<file path="src/rtl/hf_tx_pkg.sv">
// hf_tx_pkg: definitions shared by the HF transmit sequencer and its bit timer.
//   tx_state_t      - sequencer states (IDLE, RUN, STOP)
//   HF_SSP_DIV      - default carrier cycles per half SSP bit period
//   HF_FRAME_BITS   - default bits per SSP frame
//   HF_FRAME_CNT_W  - width of the completed-frame counter
package hf_tx_pkg;

    typedef enum logic [1:0] {
        IDLE = 2'd0,
        RUN  = 2'd1,
        STOP = 2'd2
    } tx_state_t;

    localparam int HF_SSP_DIV     = 16;
    localparam int HF_FRAME_BITS  = 8;
    localparam int HF_FRAME_CNT_W = 16;

endpackage

</file>
<file path="src/rtl/ssp_bit_timer.sv">
// ssp_bit_timer: divides the carrier into the SSP bit clock and frame strobe.
// Ports:
//   clk, rst_n     - carrier clock, asynchronous active-low reset
//   start          - IDLE->RUN edge: clear counters, raise ssp_frame
//   active         - sequencer is not IDLE; counters run only while set
//   keep_running   - at the frame end, the sequencer stays in RUN
//   rise_pulse     - this edge raises ssp_clk
//   fall_pulse     - this edge lowers ssp_clk and advances the bit counter
//   frame_end      - fall_pulse on the last bit of the frame
//   first_bit      - bit counter is at bit 0
//   ssp_clk        - registered SSP bit clock
//   ssp_frame      - registered frame strobe, high during bit 0
module ssp_bit_timer
    import hf_tx_pkg::*;
#(
    parameter int SSP_DIV    = HF_SSP_DIV,
    parameter int FRAME_BITS = HF_FRAME_BITS
) (
    input  logic clk,
    input  logic rst_n,
    input  logic start,
    input  logic active,
    input  logic keep_running,
    output logic rise_pulse,
    output logic fall_pulse,
    output logic frame_end,
    output logic first_bit,
    output logic ssp_clk,
    output logic ssp_frame
);

    localparam int DIV_W = $clog2(2 * SSP_DIV);
    localparam int BIT_W = (FRAME_BITS > 1) ? $clog2(FRAME_BITS) : 1;

    localparam logic [DIV_W-1:0] RISE_AT  = DIV_W'(SSP_DIV - 1);
    localparam logic [DIV_W-1:0] FALL_AT  = DIV_W'(2 * SSP_DIV - 1);
    localparam logic [BIT_W-1:0] LAST_BIT = BIT_W'(FRAME_BITS - 1);

    logic [DIV_W-1:0] div_cnt_reg;
    logic [BIT_W-1:0] bit_cnt_reg;
    logic             ssp_clk_reg;
    logic             ssp_frame_reg;

    // Strobes are gated by active so nothing fires while the counters sit at 0 in IDLE.
    assign rise_pulse = active && (div_cnt_reg == RISE_AT);
    assign fall_pulse = active && (div_cnt_reg == FALL_AT);
    assign frame_end  = fall_pulse && (bit_cnt_reg == LAST_BIT);
    assign first_bit  = (bit_cnt_reg == '0);

    always_ff @(posedge clk or negedge rst_n) begin
        if (!rst_n) begin
            div_cnt_reg   <= '0;
            bit_cnt_reg   <= '0;
            ssp_clk_reg   <= 1'b0;
            ssp_frame_reg <= 1'b0;
        end else if (start) begin
            // Frame strobe goes up together with the transition so bit 0 is framed.
            div_cnt_reg   <= '0;
            bit_cnt_reg   <= '0;
            ssp_clk_reg   <= 1'b0;
            ssp_frame_reg <= 1'b1;
        end else if (!active) begin
            div_cnt_reg   <= '0;
            bit_cnt_reg   <= '0;
            ssp_clk_reg   <= 1'b0;
            ssp_frame_reg <= 1'b0;
        end else begin
            div_cnt_reg <= fall_pulse ? '0 : div_cnt_reg + 1'b1;
            if (rise_pulse) begin
                ssp_clk_reg <= 1'b1;
            end
            if (fall_pulse) begin
                ssp_clk_reg <= 1'b0;
                if (bit_cnt_reg == LAST_BIT) begin
                    bit_cnt_reg   <= '0;
                    // Only frame the next bit 0 if another frame will actually follow.
                    ssp_frame_reg <= keep_running;
                end else begin
                    bit_cnt_reg <= bit_cnt_reg + 1'b1;
                    if (bit_cnt_reg == '0) begin
                        ssp_frame_reg <= 1'b0;
                    end
                end
            end
        end
    end

    assign ssp_clk   = ssp_clk_reg;
    assign ssp_frame = ssp_frame_reg;

endmodule

</file>
<file path="src/rtl/hf_tx_sequencer.sv">
// hf_tx_sequencer: HF reader transmit sequencer. Generates the SSP bit clock and
// frame strobe from the 13.56 MHz carrier, samples ssp_dout once per bit and
// presents a registered modulation bit/depth. Frames always run to completion.
// Ports:
//   ck_1356meg          - carrier clock
//   rst_n               - asynchronous active-low reset
//   enable              - transmit request
//   shallow_modulation  - requested depth, captured at bit 0 of each frame
//   ssp_dout            - serial data from the ARM, sampled on ssp_clk rise
//   ssp_clk, ssp_frame  - SSP bit clock and frame strobe to the ARM
//   mod_bit             - modulation bit for the current bit period
//   mod_shallow         - depth applied to the current frame
//   tx_active           - high while not IDLE
//   frame_cnt           - completed frames since reset (wraps)
module hf_tx_sequencer
    import hf_tx_pkg::*;
#(
    parameter int SSP_DIV    = HF_SSP_DIV,
    parameter int FRAME_BITS = HF_FRAME_BITS
) (
    input  logic                      ck_1356meg,
    input  logic                      rst_n,
    input  logic                      enable,
    input  logic                      shallow_modulation,
    input  logic                      ssp_dout,
    output logic                      ssp_clk,
    output logic                      ssp_frame,
    output logic                      mod_bit,
    output logic                      mod_shallow,
    output logic                      tx_active,
    output logic [HF_FRAME_CNT_W-1:0] frame_cnt
);

    tx_state_t state_reg;
    tx_state_t state_next;
    logic      start;
    logic      active;
    logic      keep_running;
    logic      rise_pulse;
    logic      fall_pulse;
    logic      frame_end;
    logic      first_bit;

    logic                      mod_bit_reg;
    logic                      mod_shallow_reg;
    logic                      tx_active_reg;
    logic [HF_FRAME_CNT_W-1:0] frame_cnt_reg;

    ssp_bit_timer #(
        .SSP_DIV    (SSP_DIV),
        .FRAME_BITS (FRAME_BITS)
    ) u_timer (
        .clk          (ck_1356meg),
        .rst_n        (rst_n),
        .start        (start),
        .active       (active),
        .keep_running (keep_running),
        .rise_pulse   (rise_pulse),
        .fall_pulse   (fall_pulse),
        .frame_end    (frame_end),
        .first_bit    (first_bit),
        .ssp_clk      (ssp_clk),
        .ssp_frame    (ssp_frame)
    );

    always_ff @(posedge ck_1356meg or negedge rst_n) begin
        if (!rst_n) begin
            state_reg <= IDLE;
        end else begin
            state_reg <= state_next;
        end
    end

    // At the frame end the level of enable alone decides between another
    // frame and IDLE, which also covers enable toggling on that very edge.
    always_comb begin
        state_next = state_reg;
        start      = 1'b0;
        case (state_reg)
            IDLE: begin
                if (enable) begin
                    state_next = RUN;
                    start      = 1'b1;
                end
            end
            RUN: begin
                if (frame_end) begin
                    state_next = enable ? RUN : IDLE;
                end else if (!enable) begin
                    state_next = STOP;
                end
            end
            STOP: begin
                if (frame_end) begin
                    state_next = enable ? RUN : IDLE;
                end else if (enable) begin
                    state_next = RUN;
                end
            end
            default: begin
                state_next = IDLE;
            end
        endcase
    end

    assign active       = (state_reg != IDLE);
    assign keep_running = (state_next == RUN);

    always_ff @(posedge ck_1356meg or negedge rst_n) begin
        if (!rst_n) begin
            mod_bit_reg     <= 1'b0;
            mod_shallow_reg <= 1'b0;
            tx_active_reg   <= 1'b0;
            frame_cnt_reg   <= '0;
        end else begin
            tx_active_reg <= (state_next != IDLE);
            if (frame_end) begin
                frame_cnt_reg <= frame_cnt_reg + 1'b1;
            end
            // Leaving for IDLE only happens on the frame-ending fall; the
            // modulator must be quiet from that edge on.
            if (fall_pulse && (state_next == IDLE)) begin
                mod_bit_reg <= 1'b0;
            end else if (rise_pulse) begin
                mod_bit_reg <= ssp_dout;
                if (first_bit) begin
                    mod_shallow_reg <= shallow_modulation;
                end
            end
        end
    end

    assign mod_bit     = mod_bit_reg;
    assign mod_shallow = mod_shallow_reg;
    assign tx_active   = tx_active_reg;
    assign frame_cnt   = frame_cnt_reg;

endmodule

</file>
<file path="config.mk">
export PLATFORM = sky130hd
export DESIGN_NAME = hf_tx_sequencer
export DESIGN_NICKNAME = d
export VERILOG_FILES = /design/src/rtl/hf_tx_pkg.sv /design/src/rtl/ssp_bit_timer.sv /design/src/rtl/hf_tx_sequencer.sv
export SDC_FILE = /design/constraint.sdc
export NUM_CORES = 1
export LEC_CHECK = 0
export BUFFER_PORTS_ARGS = -buffer_cell sky130_fd_sc_hd__buf_2
export CAP_MARGIN = 20
export CORE_ASPECT_RATIO = 1.1
export CORE_MARGIN = 5
export CORE_UTILIZATION = 30
export CTS_BUF_LIST = sky130_fd_sc_hd__clkbuf_8 sky130_fd_sc_hd__clkbuf_16
export CTS_CLUSTER_DIAMETER = 120
export DETAILED_ROUTE_END_ITERATION = 6
export PLACE_DENSITY_LB_ADDON = 0.15
export SETUP_SLACK_MARGIN = 0.05
export SLEW_MARGIN = 10
export SYNTH_ARGS = -nofsm -noshare
export SYNTH_HDL_FRONTEND = slang
export SYNTH_HIERARCHICAL = 1
export SYNTH_SLANG_ARGS = --single-unit
</file>
<file path="constraint.sdc">
create_clock -name ck_1356meg -period 3.1 [get_ports ck_1356meg]
set_input_delay 0.155 -clock ck_1356meg [delete_from_list [all_inputs] [get_ports ck_1356meg]]
set_output_delay 0.155 -clock ck_1356meg [all_outputs]
set_load 0.005 [all_outputs]
</file>
==> results.cfg, run 1 <==
[run_status]
status = finished, final reports clean

[power_and_ir_drop]
power_switching_mw = 0.187
switching_share_pct = 23.3
vdd_ir_drop_max_v = 0.000145
pwr-share-comb_pct = 6.7
power.leakage_nw = 0.931
seq_power_share_pct = 53.7
internal_power_mw = 0.617
p_per_area_nw_per_um2 = 449
pwr-share-clk_pct = 39.6

[floorplanning]
initial_core_util_pct = 30.5
coreArea_um2 = 4970
dieHeight_um = 84.6
die_x_um = 77.8
die_area_um2 = 6580
num_rows = 27
io_pins = 26

[layout]
areaGrowthSynthToFinish_pct = 18.2
fin_cells = 220
diodes = 0
nets = 174
drive_gt1_share_pct = 27.2
largest_register_ff_count = 16
fillers = 525

[setup_path]
critPathRequiredTime_ns = 3.26
start_kind = register
arrival_ns = 2.52
reg2reg_depth = 7
worst-path-buf-inv = 0
path_delay_family = simple AND/OR/NAND/NOR gates
path_cells = ha_1 > and3_1 > ha_1 > and3_1 > o21ba_1 > o2111ai_1 > mux2_1
endpoint_kind = register
r2r-end = mod_shallow
reg2reg_from = u_timer/div_cnt_reg[0]
crit_path_top_delay_cell = and3_1
path_max_fanout = 9
rrSetupSlack_ns = 0.74
slowest_delay_ns = 0.44
worst-setup-path-type = reg -> reg

[worst_hold_path]
hold_depth = 2
min_from = enable
min_to = state_reg[1]
hold_class = in -> reg

[sta]
worst_slew_pin_slew_ns = 0.718
slew_violations = 0
setup_viol = 0
min_period_ns = 2.36
hold_viol = 0
rsz0062_at_grt = no
max_freq_mhz = 424
post-route-period-util_pct = 76.1
tns_ns = 0
clock_skew_ns = 0.00865
relSlewSlack_pct = 52.1

[synthesis]
synth_cells = 133
synth_area_um2 = 1520
ys_warn_count = 6
synth_top_area_cell = dfrtp_1
synth_cell_type_count = 31
syn_area_per_cell_um2 = 11.4
synth.area.top_cells = dfrtp_1 (51%), ha_1 (5.8%), xor2_1 (5.8%)
yosysTopAreaCellShare_pct = 51.2
ys_seq_area_share_pct = 51.2
synth-seq-cells = 31
synth.net_count = 145

[global_route]
grt_pass1_wl_um = 4810
grt_start_max_net_pins = 32
grt_usage_pct = 9.24
antenna_found_initial = 0
grt_pass1_vias = 1038
gr-total-overflow = 0

[placement]
globalplace.congestion = 0.716
dp_cells = 212
portBuffers = 25
dp_hpwl_um = 2060

[clock_tree]
cts.sinks = 31
path_clk_slew_ns = 0.07
cts_resized = 0
cts_buffer_depth = 2
insertion_delay_ns = 0.28
numCtsBuffers = 5
holdBufCountCts = 1
clock_tree.root_cell = clkbuf_8
htreeDepth = 2
post_cts_buffers = 0
cts_tree = done

[detailed_routing]
drt_wl_total_um = 2840
vias = 1038
drt_pass1_iterations = 4
drtIter0Drc = 49
drc = 0
wl_per_cell_um = 12.9
post_drt_via_cell_ratio = 4.72
antenna_left = 0

[flow_run]
drv_cap = 0
[cells in the mapped netlist, drive strengths merged]
| master | instances |
|---|---|
| nand3 | 5 |
| ha | 7 |
| dfrtp | 31 |
| clkbuf | 2 |
| a2bb2oi | 1 |
| nand2 | 6 |
| o221a | 1 |
| nand3b | 1 |
| and3 | 4 |
| mux2 | 3 |
| nor2 | 13 |
| a311o | 1 |
| and2 | 2 |
| a21oi | 3 |
| buf | 2 |
| nor4 | 4 |
| nand4 | 5 |
| inv | 8 |
| nand2b | 4 |
| nor3 | 5 |
| xnor2 | 8 |
| or2 | 2 |
| and2b | 1 |
| mux2i | 2 |
| o2111ai | 1 |
| o21ba | 1 |
| xor2 | 10 |
[kinds of logic after synthesis]
group | after synthesis | share of synthesized area [%]
compound gates | 8 | 4.21
buf+inv | 12 | 3.30
flops | 31 | 51.2
xor+xnor | 18 | 10.4
simple gates | 52 | 21.4
fa+ha+maj | 7 | 5.78
mux | 5 | 3.80
[layout make-up]
cell class                 instances  area, um^2  share of cell area [%]
clock buffer                       6        82.6                    4.61
clock inverter                     1        5.00                   0.279
inverter                           8        30.0                    1.68
multi-input combinational         90         691                    38.5
sequential                        31         776                    43.3
tap                               58        72.6                    4.05
timing repair buffer              26         135                    7.54
[power groups by stage]
stage | registers, mW | clock network, mW | logic, mW
detailed placement | 0.439 | 0 | 0.0554
finish | 0.432 | 0.319 | 0.0541
global route | 0.434 | 0.355 | 0.0642
global placement | 0.439 | 0 | 0.0548
floorplan | 0.434 | 0 | 0.0373
CTS | 0.432 | 0.338 | 0.0562
[per-layer routing]
layer | GRT usage (%) | up-vias | wire length, um
li1 | - | 507 | -
met3 | 3.86 | 6 | 188
met4 | 4.22 | 0 | 48
met2 | 15.3 | 22 | 1390
met5 | 0 | - | 0
met1 | 10.2 | 503 | 1210
[cell usage in the layout, fill, tap and decap left out, drive strengths merged]
master	count
o2111ai	1
and2	2
nand2	6
o221a	1
buf	25
o21ba	1
or2	2
nor3	5
mux2	3
dfrtp	31
dlygate4sd3	1
nand2b	4
ha	7
clkbuf	6
nand4	5
mux2i	2
and3	4
clkinv	1
nor4	4
and2b	1
a311o	1
nand3b	1
xor2	10
xnor2	8
inv	8
a2bb2oi	1
nor2	13
a21oi	3
nand3	5
[metrics by stage]
stage / setup slack [ns] / hold WS, ns / power, mW / utilization [%] / instance area (um^2)
global route: 0.582 / 0.0639 / 0.853 / 36.1 / 1790
CTS: 0.725 / 0.0588 / 0.826 / 36.1 / 1790
finish: 0.741 / 0.0801 / 0.805 / 36.1 / 1790
detailed placement: 0.722 / 0.257 / 0.494 / 34.1 / 1690
global placement: 0.782 / 0.245 / 0.493 / 34.1 / 1690
floorplan: 0.901 / -0.141 / 0.471 / - / 1520
[worst max path at each step]
stage / start / endpoint / slack, ns / cells past startpoint
after floorplan: u_timer/div_cnt_reg[0] / mod_shallow / 0.90 / 9
after global placement: u_timer/div_cnt_reg[0] / mod_shallow / 0.78 / 7
after detailed placement: u_timer/div_cnt_reg[0] / mod_shallow / 0.72 / 7
after CTS: u_timer/div_cnt_reg[0] / mod_shallow / 0.73 / 7
after global routing: u_timer/div_cnt_reg[0] / frame_cnt[10] / 0.58 / 7
final: u_timer/div_cnt_reg[0] / mod_shallow / 0.74 / 7
No activity file was read; power rests on OpenSTA's default activity.
==> run 2: changes to the inputs <==
- ABC_AREA: not set -> 1
- clock period: 3.1 -> 2.4 ns (I/O delays scaled with it)
==> run 2 against run 1 <==
  * Sequential share of layout area is 1.3 points lower
  * Utilization is 0.63 points higher
  * Sequential power increased by 26%
  * Highest routed layer unchanged
  * Cell count grew 20%
==> results.cfg, run 2 <==
[layout]
nets = 220
diodes = 0
areaGrowthSynthToFinish_pct = 18.1
final_common_cell = nand2_1
largest_register_ff_count = 16
fin_area_um2 = 1850
most-common-layout-cells = nand2_1 (40), inv_1 (31), dfrtp_1 (31)
drive_gt1_share_pct = 21.7

[floorplanning]
initial_core_util_pct = 31.1
coreArea_um2 = 5030
num_rows = 27
die_area_um2 = 6760
die_x_um = 78.9
dieHeight_um = 85.8
io_pins = 26

[setup_path]
start_kind = register
worst-path-buf-inv = 1
slowest_delay_ns = 0.37
endpoint_kind = register
critPathRequiredTime_ns = 2.58
path_delay_family = simple AND/OR/NAND/NOR gates
path_cells = ha_1 > nand2_1 > nor2_1 > ha_2 > nand2_1 > nor2_1 > buf_4 > nand2_2 > nor2_4 > nand3_2 > nor2_4 > nand2_1 > nand2_1 > nand2_1
cpMostUsedCell = nand2_1
arrival_ns = 2.29
worst-setup-path-type = reg -> reg
crit_path_top_delay_cell = dfrtp_1
path_max_fanout = 7

[synthesis]
dominantRegCellSynth = dfrtp_1
synth.net_count = 187
synth.area.top_cells = dfrtp_1 (50%), nand2_1 (9.6%), inv_1 (7.2%)
synth_cells = 175
syn_area_per_cell_um2 = 8.94
synth_commonest_cells = nand2_1 (40), dfrtp_1 (31), inv_1 (30), nor2_1 (17), nand3_1 (11)
synth-seq-cells = 31
synth_cell_type_count = 21
synth_area_um2 = 1570
synth_top_area_cell = dfrtp_1
ys_seq_area_share_pct = 49.6
ys_warn_count = 6
yosysTopAreaCellShare_pct = 49.6
synth.most_common_cell = nand2_1
async_reset_ff_share_pct = 100
synth_edf_count = 0

[clock_tree]
cts.sinks = 31
numCtsBuffers = 5
post_cts_buffers = 0
insertion_delay_ns = 0.28
path_clk_slew_ns = 0.06
cts_tree = done
clock_tree.root_cell = clkbuf_8
cts_buffer_depth = 2
htreeDepth = 2

[detailed_routing]
drt_pass1_iterations = 4
wl_per_cell_um = 11.3
drtIter0Drc = 26
vias = 1184
drt_wl_total_um = 3000
post_drt_via_cell_ratio = 4.47
drc = 0
antenna_left = 0

[placement]
place_area_um2 = 1760
globalplace.congestion = 0.794
dp_hpwl_um = 2230
portBuffers = 25

[sta]
clock_skew_ns = 0.00468
rsz0062_at_grt = no
max_freq_mhz = 472
relSlewSlack_pct = 53.0
hold_ws_ns = 0.0665
slew_violations = 0
hold_viol = 0
worst_slew_pin_slew_ns = 0.704
setup_viol = 0
min_period_ns = 2.12
tns_ns = 0
post-route-period-util_pct = 88.2

[global_route]
grt_pass1_wl_um = 5460
gr-total-overflow = 0
antenna_found_initial = 0
grt_pass1_vias = 1235
grt_usage_pct = 10.3
grt_start_max_net_pins = 32

[worst_hold_path]
hold_class = in -> reg

[power_and_ir_drop]
p_total_mw = 0.987
vdd_ir_drop_max_v = 0.000225
power.leakage_nw = 1.03
p_per_area_nw_per_um2 = 534

[flow_run]
drv_cap = 0

[run_status]
status = finished, final reports clean
-- run 2: changes by cell type in the layout (fill, tap and decap cells not counted), sizes merged, moves of 4 or more --
cell	before	now
xor2	10	6
nand2b	4	0
nand2	6	43
nand3	5	12
nor4	4	0
and3	4	0
nor2	13	21
inv	8	32
-- run 2: report_power, final --
group          leakage (nW)  total [mW]  switching [mW]  internal (mW)
clock network        0.0413       0.375           0.186          0.189
registers             0.424       0.546         0.00798          0.538
logic                 0.570      0.0666          0.0454         0.0211
total                  1.03       0.987           0.239          0.748
-- run 2: path summary, 6_finish.rpt --
kind | start | endpoint | slack, ns | depth (start not counted)
worst max-delay path | u_timer/div_cnt_reg[0] | frame_cnt[15] | 0.28 | 14
worst min-delay path | shallow_modulation | mod_shallow | 0.07 | 3
worst max register to register | u_timer/div_cnt_reg[0] | frame_cnt[15] | 0.28 | 14
worst min register to register | u_timer/div_cnt_reg[0] | u_timer/div_cnt_reg[0] | 0.46 | 1
max in group asynchronous | rst_n | u_timer/ssp_frame | 1.52 | 2
min in group asynchronous | rst_n | frame_cnt[11] | 0.42 | 2
-- run 2: area by class of cell --
cell class / count / area (um^2)
flip-flops and latches: 31 / 776
multi-input cells: 112 / 668
inverters: 31 / 116
clock buffers: 5 / 68.8
fillers: 512 / 3190
well taps: 58 / 72.6
clock inverters: 1 / 3.75
repair buffers: 27 / 143
-- run 2: per-layer routing --
layer | track usage (%) | wire [um] | vias to the layer above
li1 | - | - | 604
met1 | 12.6 | 1350 | 545
met2 | 16.2 | 1380 | 27
met3 | 3.68 | 204 | 8
met4 | 4.69 | 64 | 0
met5 | 0 | 0 | -
-- run 2: timing repair --
action	CTS	global route
hold buffers	1	0
resized for setup	0	1
endpoints found under the hold margin	31	0
endpoints found under the setup margin	0	1
-- run 2: kinds of logic after synthesis --
group                    synth area share (%)
flip-flops                               49.6
AND/OR/NAND/NOR                          28.5
XOR/XNOR                                 6.71
adder cells (fa/ha/maj)                  5.60
buffers and inverters                    7.91
AO/OA/AOI/OAI                           0.959
multiplexers                            0.719
-- run 2: worst min-delay path, delay by kind of cell --
kind	cells	cell delay, ns
buffers and inverters	1	0.08
AND/OR/NAND/NOR	2	0.12
-- run 2: through the flow --
stage	std cells	utilization (%)	setup WS [ns]
6_report	265	36.7	0.284
4_1_cts	265	36.7	0.250
5_1_grt	265	36.7	0.0429
3_3_place_gp	258	35.0	0.333
3_5_place_dp	258	35.0	0.254
2_1_floorplan	175	-	0.497
==> run 3: changes to the inputs <==
- ABC_AREA: 1 -> not set
==> run 3 against run 2 <==
  * Sequential share of layout area is 1.1 points higher
  * Clock power rose by 10%
  * Global-route usage down 0.69 points
  * Worst setup slack lost 0.046 ns
  * Fmax shrank 2.1%
  * First-iteration DRC count grew 58%
  * Critical path depth fell by 7
  * Critical path type unchanged
  * Largest power group unchanged
==> results.cfg, run 3 (synthesized netlist as in run 1, its figures left out) <==
[run_status]
status = finished, final reports clean

[detailed_routing]
antenna_left = 0
wl_per_cell_um = 13.0
drtIter0Drc = 41
drt_wl_total_um = 2860
drt_pass1_iterations = 4
vias = 1047
drc = 0
post_drt_via_cell_ratio = 4.74

[global_route]
gr-total-overflow = 0
grt_pass1_wl_um = 5150
top_usage_layer = met2
grt_pass1_vias = 1123
grt_util_met1_pct = 10.9
grt_usage_pct = 9.61
gr-usage-met2_pct = 16.1
grt_start_max_net_pins = 32
antenna_found_initial = 0
use_met3_pct = 3.43

[sta]
tns_ns = 0
hold_ws_ns = 0.0382
post-route-period-util_pct = 90.1
rsz0062_at_grt = no
clock_skew_ns = 0.00572
slew_violations = 0
min_period_ns = 2.16
setup_viol = 0
hold_viol = 0
max_freq_mhz = 462
relSlewSlack_pct = 52.0
worst_slew_pin_slew_ns = 0.721

[floorplanning]
die_area_um2 = 6580
die_x_um = 77.8
io_pins = 26
initial_core_util_pct = 30.5
dieHeight_um = 84.6
coreArea_um2 = 4970
num_rows = 27

[worst_hold_path]
hold_class = in -> reg
hold_depth = 2

[layout]
post-route-util_pct = 36.2
fin_cells = 221
areaGrowthSynthToFinish_pct = 18.6
diodes = 0
nets = 175
final_common_cell = dfrtp_1
most-common-layout-cells = dfrtp_1 (31), buf_2 (25), nor2_1 (13)
largest_register_ff_count = 16
drive_gt1_share_pct = 27.6
fillers = 503

[power_and_ir_drop]
p_per_area_nw_per_um2 = 579
power.leakage_nw = 0.937
vdd_ir_drop_max_v = 0.000194

[clock_tree]
path_clk_slew_ns = 0.06
cts_resized = 0
cts.sinks = 31
clock_tree.root_cell = clkbuf_8
cts_buffer_depth = 2
htreeDepth = 2
insertion_delay_ns = 0.28
post_cts_buffers = 0
numCtsBuffers = 5
cts_tree = done
holdBufCountCts = 1

[placement]
dp_hpwl_um = 2070
dp_cells = 213
globalplace.congestion = 0.745
portBuffers = 25

[setup_path]
arrival_ns = 2.32
endpoint_kind = register
start_kind = register
path_cells = ha_1 > and3_1 > ha_1 > and3_1 > o21ba_1 > o2111ai_1 > mux2_1
crit_path_top_delay_cell = and3_1
endpoint = mod_shallow
reg2reg_from = u_timer/div_cnt_reg[0]
reg2reg_depth = 7
critPathRequiredTime_ns = 2.56
r2r-end = mod_shallow
worst-setup-path-type = reg -> reg
path_max_fanout = 9
rrSetupSlack_ns = 0.24
crit_start = u_timer/div_cnt_reg[0]
slowest_delay_ns = 0.39

[flow_run]
drv_cap = 0
run 3: power by group:
part           leakage (nW)  internal [mW]  total, mW  switching, mW
clock                0.0470          0.225      0.414          0.189
sequential            0.423          0.542      0.558         0.0163
combinational         0.467         0.0308     0.0701         0.0393
run 3: worst min-delay path by stage:
stage | startpoint | end
after CTS | enable | state_reg[1]
after detailed placement | rst_n | frame_cnt[4]
after floorplan | rst_n | frame_cnt[0]
after global routing | enable | state_reg[1]
after global placement | rst_n | frame_cnt[4]
final | enable | state_reg[1]
run 3: metrics by stage:
step           power (mW)  area, um^2  setup slack, ns
2_1_floorplan       0.609        1520            0.201
4_1_cts              1.07        1800            0.212
5_1_grt              1.09        1800           0.0868
6_report             1.04        1800            0.237
3_3_place_gp        0.638        1700            0.281
3_5_place_dp        0.639        1700            0.218
run 3: critical path, delay by kind of cell (launching register included):
kind            cells  cell delay (ns)
compound gates      2             0.42
fa+ha+maj           2             0.34
flops               1             0.36
mux                 1             0.34
simple gates        2             0.58
run 3: final cells by class:
type	count	area, um^2	area share (%)
Multi-Input combinational cell	90	691	38.4
Sequential cell	31	776	43.1
Inverter	8	30.0	1.67
Timing Repair Buffer	27	143	7.93
Clock inverter	1	5.00	0.278
Clock buffer	6	82.6	4.59
Tap cell	58	72.6	4.03
run 3: metal layers:
| layer | up-vias | share of wire (%) | wire length, um |
|---|---|---|---|
| met5 | - | 0 | 0 |
| met4 | 0 | 1.9 | 54 |
| met3 | 6 | 6.5 | 185 |
| met2 | 23 | 49 | 1410 |
| met1 | 509 | 42 | 1210 |
| li1 | 509 | - | - |
